===== config.mk =====
export PLATFORM = sky130hd
export DESIGN_NAME = mem_port_arb_flat
export DESIGN_NICKNAME = d
export VERILOG_FILES = /design/src/rtl/mem_port_arb_if.sv /design/src/rtl/mem_port_arb.sv /design/src/flat_wrapper.sv
export SDC_FILE = /design/constraint.sdc
export NUM_CORES = 1
export LEC_CHECK = 0
export ABC_AREA = 1
export CAP_MARGIN = 20
export CORE_MARGIN = 2
export CORE_UTILIZATION = 41
export CTS_CLUSTER_SIZE = 30
export DETAILED_ROUTE_END_ITERATION = 16
export GPL_ROUTABILITY_DRIVEN = 0
export GPL_TIMING_DRIVEN = 0
export PLACE_DENSITY = 0.91
export SLEW_MARGIN = 10
export SYNTH_ARGS = -nofsm -noshare
export SYNTH_HDL_FRONTEND = slang
export SYNTH_SLANG_ARGS = --single-unit

===== constraint.sdc =====
create_clock -name clk -period 1.7 [get_ports clk]
set_input_delay 0.34 -clock clk [delete_from_list [all_inputs] [get_ports clk]]
set_output_delay 0.34 -clock clk [all_outputs]
set_load 0.05 [all_outputs]

===== src/rtl/mem_port_arb_if.sv =====
// rtl/mem_port_arb_if.sv - fetch/data requester and memory port bundle for mem_port_arb
// master is the arbiter side; slave is the pipeline plus memory side.
interface mem_port_arb_if #(
    parameter int AW = 32,
    parameter int DW = 32
);
    logic          if_req;
    logic [AW-1:0] if_addr;
    logic          if_ack;
    logic [DW-1:0] if_rdata;
    logic          if_stall;

    logic          dm_req;
    logic          dm_we;
    logic [AW-1:0] dm_addr;
    logic [DW-1:0] dm_wdata;
    logic          dm_ack;
    logic [DW-1:0] dm_rdata;
    logic          dm_stall;

    logic          mem_en;
    logic          mem_we;
    logic [AW-1:0] mem_addr;
    logic [DW-1:0] mem_wdata;
    logic [DW-1:0] mem_rdata;

    logic          busy;

    modport master (
        input  if_req, if_addr,
        output if_ack, if_rdata, if_stall,
        input  dm_req, dm_we, dm_addr, dm_wdata,
        output dm_ack, dm_rdata, dm_stall,
        output mem_en, mem_we, mem_addr, mem_wdata,
        input  mem_rdata,
        output busy
    );

    modport slave (
        output if_req, if_addr,
        input  if_ack, if_rdata, if_stall,
        output dm_req, dm_we, dm_addr, dm_wdata,
        input  dm_ack, dm_rdata, dm_stall,
        input  mem_en, mem_we, mem_addr, mem_wdata,
        output mem_rdata,
        input  busy
    );
endinterface


===== src/rtl/mem_port_arb.sv =====
// rtl/mem_port_arb.sv - single-port memory arbiter between IF fetches and MEM loads/stores
// One transaction at a time: IDLE -> ACCESS -> WAIT (MEM_LAT cycles) -> RESP.
module mem_port_arb #(
    parameter int AW         = 32,
    parameter int DW         = 32,
    parameter int MEM_LAT    = 2,
    parameter int STARVE_MAX = 4
) (
    input  logic           clk,
    input  logic           rst_n,
    mem_port_arb_if.master bus
);
    localparam int LW = (MEM_LAT > 1) ? $clog2(MEM_LAT) : 1;
    localparam int SW = $clog2(STARVE_MAX + 1);
    localparam logic [LW-1:0] LAT_LOAD   = LW'(MEM_LAT - 1);
    localparam logic [SW-1:0] STARVE_LIM = SW'(STARVE_MAX);

    typedef enum logic [1:0] {
        IDLE,
        ACCESS,
        WAIT,
        RESP
    } state_t;

    state_t        state;
    logic [LW-1:0] lat_cnt;
    logic [SW-1:0] starve_cnt;
    logic          gnt_d;
    logic          if_ack;
    logic          dm_ack;
    logic          mem_en;
    logic          mem_we;
    logic          busy;
    logic [AW-1:0] mem_addr;
    logic [DW-1:0] mem_wdata;
    logic [DW-1:0] if_rdata;
    logic [DW-1:0] dm_rdata;
    logic          pick_d;

    // Data is the older instruction and normally wins; a starved fetch overrides it.
    always_comb begin
        pick_d = bus.dm_req & ~(bus.if_req & (starve_cnt == STARVE_LIM));
    end

    always_ff @(posedge clk) begin
        if (!rst_n) begin
            state      <= IDLE;
            lat_cnt    <= '0;
            starve_cnt <= '0;
            gnt_d      <= 1'b0;
            if_ack     <= 1'b0;
            dm_ack     <= 1'b0;
            mem_en     <= 1'b0;
            mem_we     <= 1'b0;
            busy       <= 1'b0;
            mem_addr   <= '0;
            mem_wdata  <= '0;
            if_rdata   <= '0;
            dm_rdata   <= '0;
        end else begin
            case (state)
                IDLE: begin
                    if_ack <= 1'b0;
                    dm_ack <= 1'b0;
                    if (bus.if_req || bus.dm_req) begin
                        gnt_d     <= pick_d;
                        mem_addr  <= pick_d ? bus.dm_addr : bus.if_addr;
                        mem_wdata <= pick_d ? bus.dm_wdata : '0;
                        mem_we    <= pick_d & bus.dm_we;
                        mem_en    <= 1'b1;
                        busy      <= 1'b1;
                        state     <= ACCESS;
                        if (pick_d && bus.if_req) begin
                            if (starve_cnt != STARVE_LIM) begin
                                starve_cnt <= starve_cnt + SW'(1);
                            end
                        end else begin
                            starve_cnt <= '0;
                        end
                    end
                end
                ACCESS: begin
                    mem_en  <= 1'b0;
                    mem_we  <= 1'b0;
                    lat_cnt <= LAT_LOAD;
                    state   <= WAIT;
                end
                WAIT: begin
                    if (lat_cnt == '0) begin
                        if (gnt_d) begin
                            dm_rdata <= bus.mem_rdata;
                        end else begin
                            if_rdata <= bus.mem_rdata;
                        end
                        if_ack <= ~gnt_d;
                        dm_ack <= gnt_d;
                        state  <= RESP;
                    end else begin
                        lat_cnt <= lat_cnt - LW'(1);
                    end
                end
                RESP: begin
                    // Always return to IDLE so a still-high request is not re-granted here.
                    if_ack <= 1'b0;
                    dm_ack <= 1'b0;
                    busy   <= 1'b0;
                    state  <= IDLE;
                end
                default: begin
                    state <= IDLE;
                end
            endcase
        end
    end

    assign bus.if_ack    = if_ack;
    assign bus.if_rdata  = if_rdata;
    assign bus.if_stall  = bus.if_req & ~if_ack;
    assign bus.dm_ack    = dm_ack;
    assign bus.dm_rdata  = dm_rdata;
    assign bus.dm_stall  = bus.dm_req & ~dm_ack;
    assign bus.mem_en    = mem_en;
    assign bus.mem_we    = mem_we;
    assign bus.mem_addr  = mem_addr;
    assign bus.mem_wdata = mem_wdata;
    assign bus.busy      = busy;
endmodule


===== src/flat_wrapper.sv =====
// flat-port wrapper written by rule: the top's interface ports become plain ports
module mem_port_arb_flat 
#(
    parameter int AW         = 32,
    parameter int DW         = 32,
    parameter int MEM_LAT    = 2,
    parameter int STARVE_MAX = 4
)
  (clk, rst_n, bus_if_req, bus_if_addr, bus_if_ack, bus_if_rdata, bus_if_stall, bus_dm_req, bus_dm_we, bus_dm_addr, bus_dm_wdata, bus_dm_ack, bus_dm_rdata, bus_dm_stall, bus_mem_en, bus_mem_we, bus_mem_addr, bus_mem_wdata, bus_mem_rdata, bus_busy);
  mem_port_arb_if #(.AW(AW), .DW(DW)) bus_i ();
  input  logic clk;
  input  logic rst_n;
  input wire logic [$bits(bus_i.if_req)-1:0] bus_if_req;
  input wire logic [$bits(bus_i.if_addr)-1:0] bus_if_addr;
  output wire logic [$bits(bus_i.if_ack)-1:0] bus_if_ack;
  output wire logic [$bits(bus_i.if_rdata)-1:0] bus_if_rdata;
  output wire logic [$bits(bus_i.if_stall)-1:0] bus_if_stall;
  input wire logic [$bits(bus_i.dm_req)-1:0] bus_dm_req;
  input wire logic [$bits(bus_i.dm_we)-1:0] bus_dm_we;
  input wire logic [$bits(bus_i.dm_addr)-1:0] bus_dm_addr;
  input wire logic [$bits(bus_i.dm_wdata)-1:0] bus_dm_wdata;
  output wire logic [$bits(bus_i.dm_ack)-1:0] bus_dm_ack;
  output wire logic [$bits(bus_i.dm_rdata)-1:0] bus_dm_rdata;
  output wire logic [$bits(bus_i.dm_stall)-1:0] bus_dm_stall;
  output wire logic [$bits(bus_i.mem_en)-1:0] bus_mem_en;
  output wire logic [$bits(bus_i.mem_we)-1:0] bus_mem_we;
  output wire logic [$bits(bus_i.mem_addr)-1:0] bus_mem_addr;
  output wire logic [$bits(bus_i.mem_wdata)-1:0] bus_mem_wdata;
  input wire logic [$bits(bus_i.mem_rdata)-1:0] bus_mem_rdata;
  output wire logic [$bits(bus_i.busy)-1:0] bus_busy;
  assign bus_i.if_req = bus_if_req;
  assign bus_i.if_addr = bus_if_addr;
  assign bus_if_ack = bus_i.if_ack;
  assign bus_if_rdata = bus_i.if_rdata;
  assign bus_if_stall = bus_i.if_stall;
  assign bus_i.dm_req = bus_dm_req;
  assign bus_i.dm_we = bus_dm_we;
  assign bus_i.dm_addr = bus_dm_addr;
  assign bus_i.dm_wdata = bus_dm_wdata;
  assign bus_dm_ack = bus_i.dm_ack;
  assign bus_dm_rdata = bus_i.dm_rdata;
  assign bus_dm_stall = bus_i.dm_stall;
  assign bus_mem_en = bus_i.mem_en;
  assign bus_mem_we = bus_i.mem_we;
  assign bus_mem_addr = bus_i.mem_addr;
  assign bus_mem_wdata = bus_i.mem_wdata;
  assign bus_i.mem_rdata = bus_mem_rdata;
  assign bus_busy = bus_i.busy;
  mem_port_arb #(.AW(AW), .DW(DW), .MEM_LAT(MEM_LAT), .STARVE_MAX(STARVE_MAX)) u_core (.clk(clk), .rst_n(rst_n), .bus(bus_i));
endmodule

==> results_dict.tcl <==
set metrics [dict create \
    slowest_stage "dlygate4sd2_1" \
    fin_ws_ns 0.02867 \
    ys_types 19 \
    utilization 0.6634 \
    path_class "reg -> out" \
    maxCapViolCount 0 \
    path_delay_family "buffers and inverters" \
    finClkSkew_ns 0.007133 \
    p_seq_frac 0.301 \
    grt_use_met3 0.09036 \
    netlist_area_mm2 0.005727 \
    post-place-ws_ns -0.4965 \
    worst_setup_path_start_kind "flop" \
    crit_path_max_incr_delay_ns 0.55 \
    ctsHoldBuffers 0 \
    power_density_mw_per_mm2 1601 \
    dieWidth_um 122.2 \
    cts_max_level 4 \
    cp_num_cells 1 \
    die-area_mm2 0.01493 \
    first_pass_iters 5 \
    slew_headroom 0.6236 \
    hp-class "in -> reg" \
    clock_path_buffers 2 \
    syn_inst 795 \
    place_area_mm2 0.008615 \
    cp_max_fo 2 \
    syn_avg_cell_area_um2 7.203 \
    numClockSinks 140 \
    combPwrFrac 0.439 \
    grt_use_total 0.2544 \
    min_period_over_period 0.9831 \
    syn_to_final_growth_pct 59.56 \
    path_clk_slew_ns 0.06 \
    root_buffer "clkbuf_16" \
    worst-path-buf-inv 1 \
    worstPathRequired_ns 1.36 \
    drc 0 \
    routedWlPerCell_um 15.04 \
    finalSetupViolCount 0 \
    initial_utilization 0.4158 \
    finalNetCount 1223 \
    yosysSeqAreaShare 0.4894 \
    clock_power_share 0.260 \
    synth_warnings 0 \
    switching_share 0.4308 \
    viasPerCell 4.979 \
    arrival_ns 1.33 \
    drt_iter0_markers 403 \
    max_freq_mhz 598.3 \
    ir_drop_uv 860.1 \
    ys_ff_latch 140 \
    cts_buffers 17 \
    wl_um 19170 \
    clock_latency_ns 0.42 \
    cts_tree "done" \
    status "complete, no violations" \
    postRouteAntennaNets 0 \
    core_mm2 0.01377 \
    path_cells "dlygate4sd2_1" \
    worstRegToRegCells 10 \
    period_minus_slack_ns 1.671 \
    net-switching-power_uw 6302 \
    vias 6348 \
    end_kind "output pin" \
    grt_util_met1 0.2733 \
    slew_violations 0 \
    top_usage_layer "met2" \
    fp.dieH_um 122.2 \
    grt_pass1_wl_um 29770 \
    hold_depth 5 \
    hold_viol_final 0 \
    dp_hpwl_um 14210 \
    drive_gt1_frac 0.08311 \
    diodes 0 \
    synth_fp_nets 935 \
    rsz0062_at_grt "true" \
    use_met2 0.4413 \
    std_cell_rows 43 \
    cellLeakagePower_uw 0.004575 \
    fillCellCount 1177 \
    io_pins 268 \
    p_int_uw 8326 \
    worstMarginPinSlew_ns 0.5668 \
    io_buffers 266 \
    overflow 0 \
    antenna_found_initial 0 \
    grt_max_degree 17 \
    final_cell_area_mm2 0.009138 \
    grt_pass1_vias 6107 \
]
==> cells by family after synthesis <==
kind of cell	synth area share
AOI/OAI and AO/OA	0.09264
xor gates and xnor gates	0.001530
adders and majority gates	0.01529
buffers and inverters	0.08543
DFF	0.4894
and+or+nand+nor	0.3157
==> registers in the layout, indices dropped and copies added (netlist names), 2 cells and up <==
register	cells
u_core.state	2
u_core.bus.mem_addr	32
u_core.bus.if_rdata	32
u_core.bus.dm_rdata	32
u_core.starve_cnt	3
u_core.bus.mem_wdata	32
==> area by class of cell <==
type                       instances  area [um2]  area share
buffer                            58       326.6     0.03574
clock buffer                      21       470.5     0.05149
clock inverter                    10       137.6     0.01506
inverter                          50       187.7     0.02054
multi-input combinational        547        2462      0.2695
sequential                       140        2805      0.3070
tap                              180       225.2     0.02465
timing repair buffer             269        2522      0.2761
==> worst paths after layout <==
check | startpoint | to | slack, ns
max | u_core.bus.if_rdata[11] | bus_if_rdata[11] | 0.03
min | bus_dm_req | u_core.bus.mem_en | 0.44
max reg2reg | u_core.state[0] | u_core.bus.mem_addr[6] | 0.11
min reg2reg | u_core.bus.mem_en | u_core.bus.mem_en | 0.46
==> synthesized netlist by cell type <==
master	instances	area [um2]
nand3_1	72	360.4
inv_1	47	176.4
a21oi_1	41	205.2
buf_6	7	78.83
inv_2	3	11.26
buf_2	23	115.1
dfxtp_1	140	2803
ha_1	7	87.58
buf_1	4	15.01
nand4_1	32	200.2
nor2_1	205	769.5
xor2_1	1	8.760
nand2_2	1	6.260
o21ai_0	65	325.3
nand2_1	121	454.2
clkbuf_1	22	82.58
nand2_4	1	11.26
clkbuf_2	2	10.01
or2_2	1	6.260
==> power groups by stage <==
stage | Clock, uW | Sequential (uW) | Combinational [uW]
after floorplan | 0 | 6790 | 2110
after global placement | 0 | 4450 | 6670
after detailed placement | 0 | 4480 | 6760
after CTS | 3870 | 4390 | 6350
after global routing | 4010 | 4490 | 6910
final | 3810 | 4400 | 6420
==> layer usage <==
layer	up-vias	wire, um
met3	51	1778
met2	249	9225
met5	-	0
met4	0	664
met1	2910	7504
li1	3138	-
==> what timing repair did <==
item,CTS,global route
buffers inserted,0,3
pin swaps,0,1
resized for setup,150,35
setup endpoints to repair,197,136
==> stage by stage <==
step | hold slack [ns] | setup TNS [ns] | instances | power [uW]
floorplan | 0.4536 | 0 | 795 | 8906
global placement | 0.4501 | -17.45 | 1241 | 11120
detailed placement | 0.4490 | -19.56 | 1241 | 11230
CTS | 0.4254 | 0 | 1272 | 14610
global route | 0.4701 | -0.01231 | 1275 | 15410
finish | 0.4380 | 0 | 1275 | 14630
==> placed cells by master, fill, tap and decap left out, drive strengths merged <==
master,n
dlygate4sd2,125
nand2,123
bufinv,3
clkinvlp,2
buf,34
nand3,72
nand4,32
clkdlybuf4s15,8
ha,7
o21ai,65
xor2,1
a21oi,41
clkinv,3
clkbuf,50
inv,52
or2,1
nor2,205
clkdlybuf4s50,131
dfxtp,140
(Power assumes the default switching activity.)
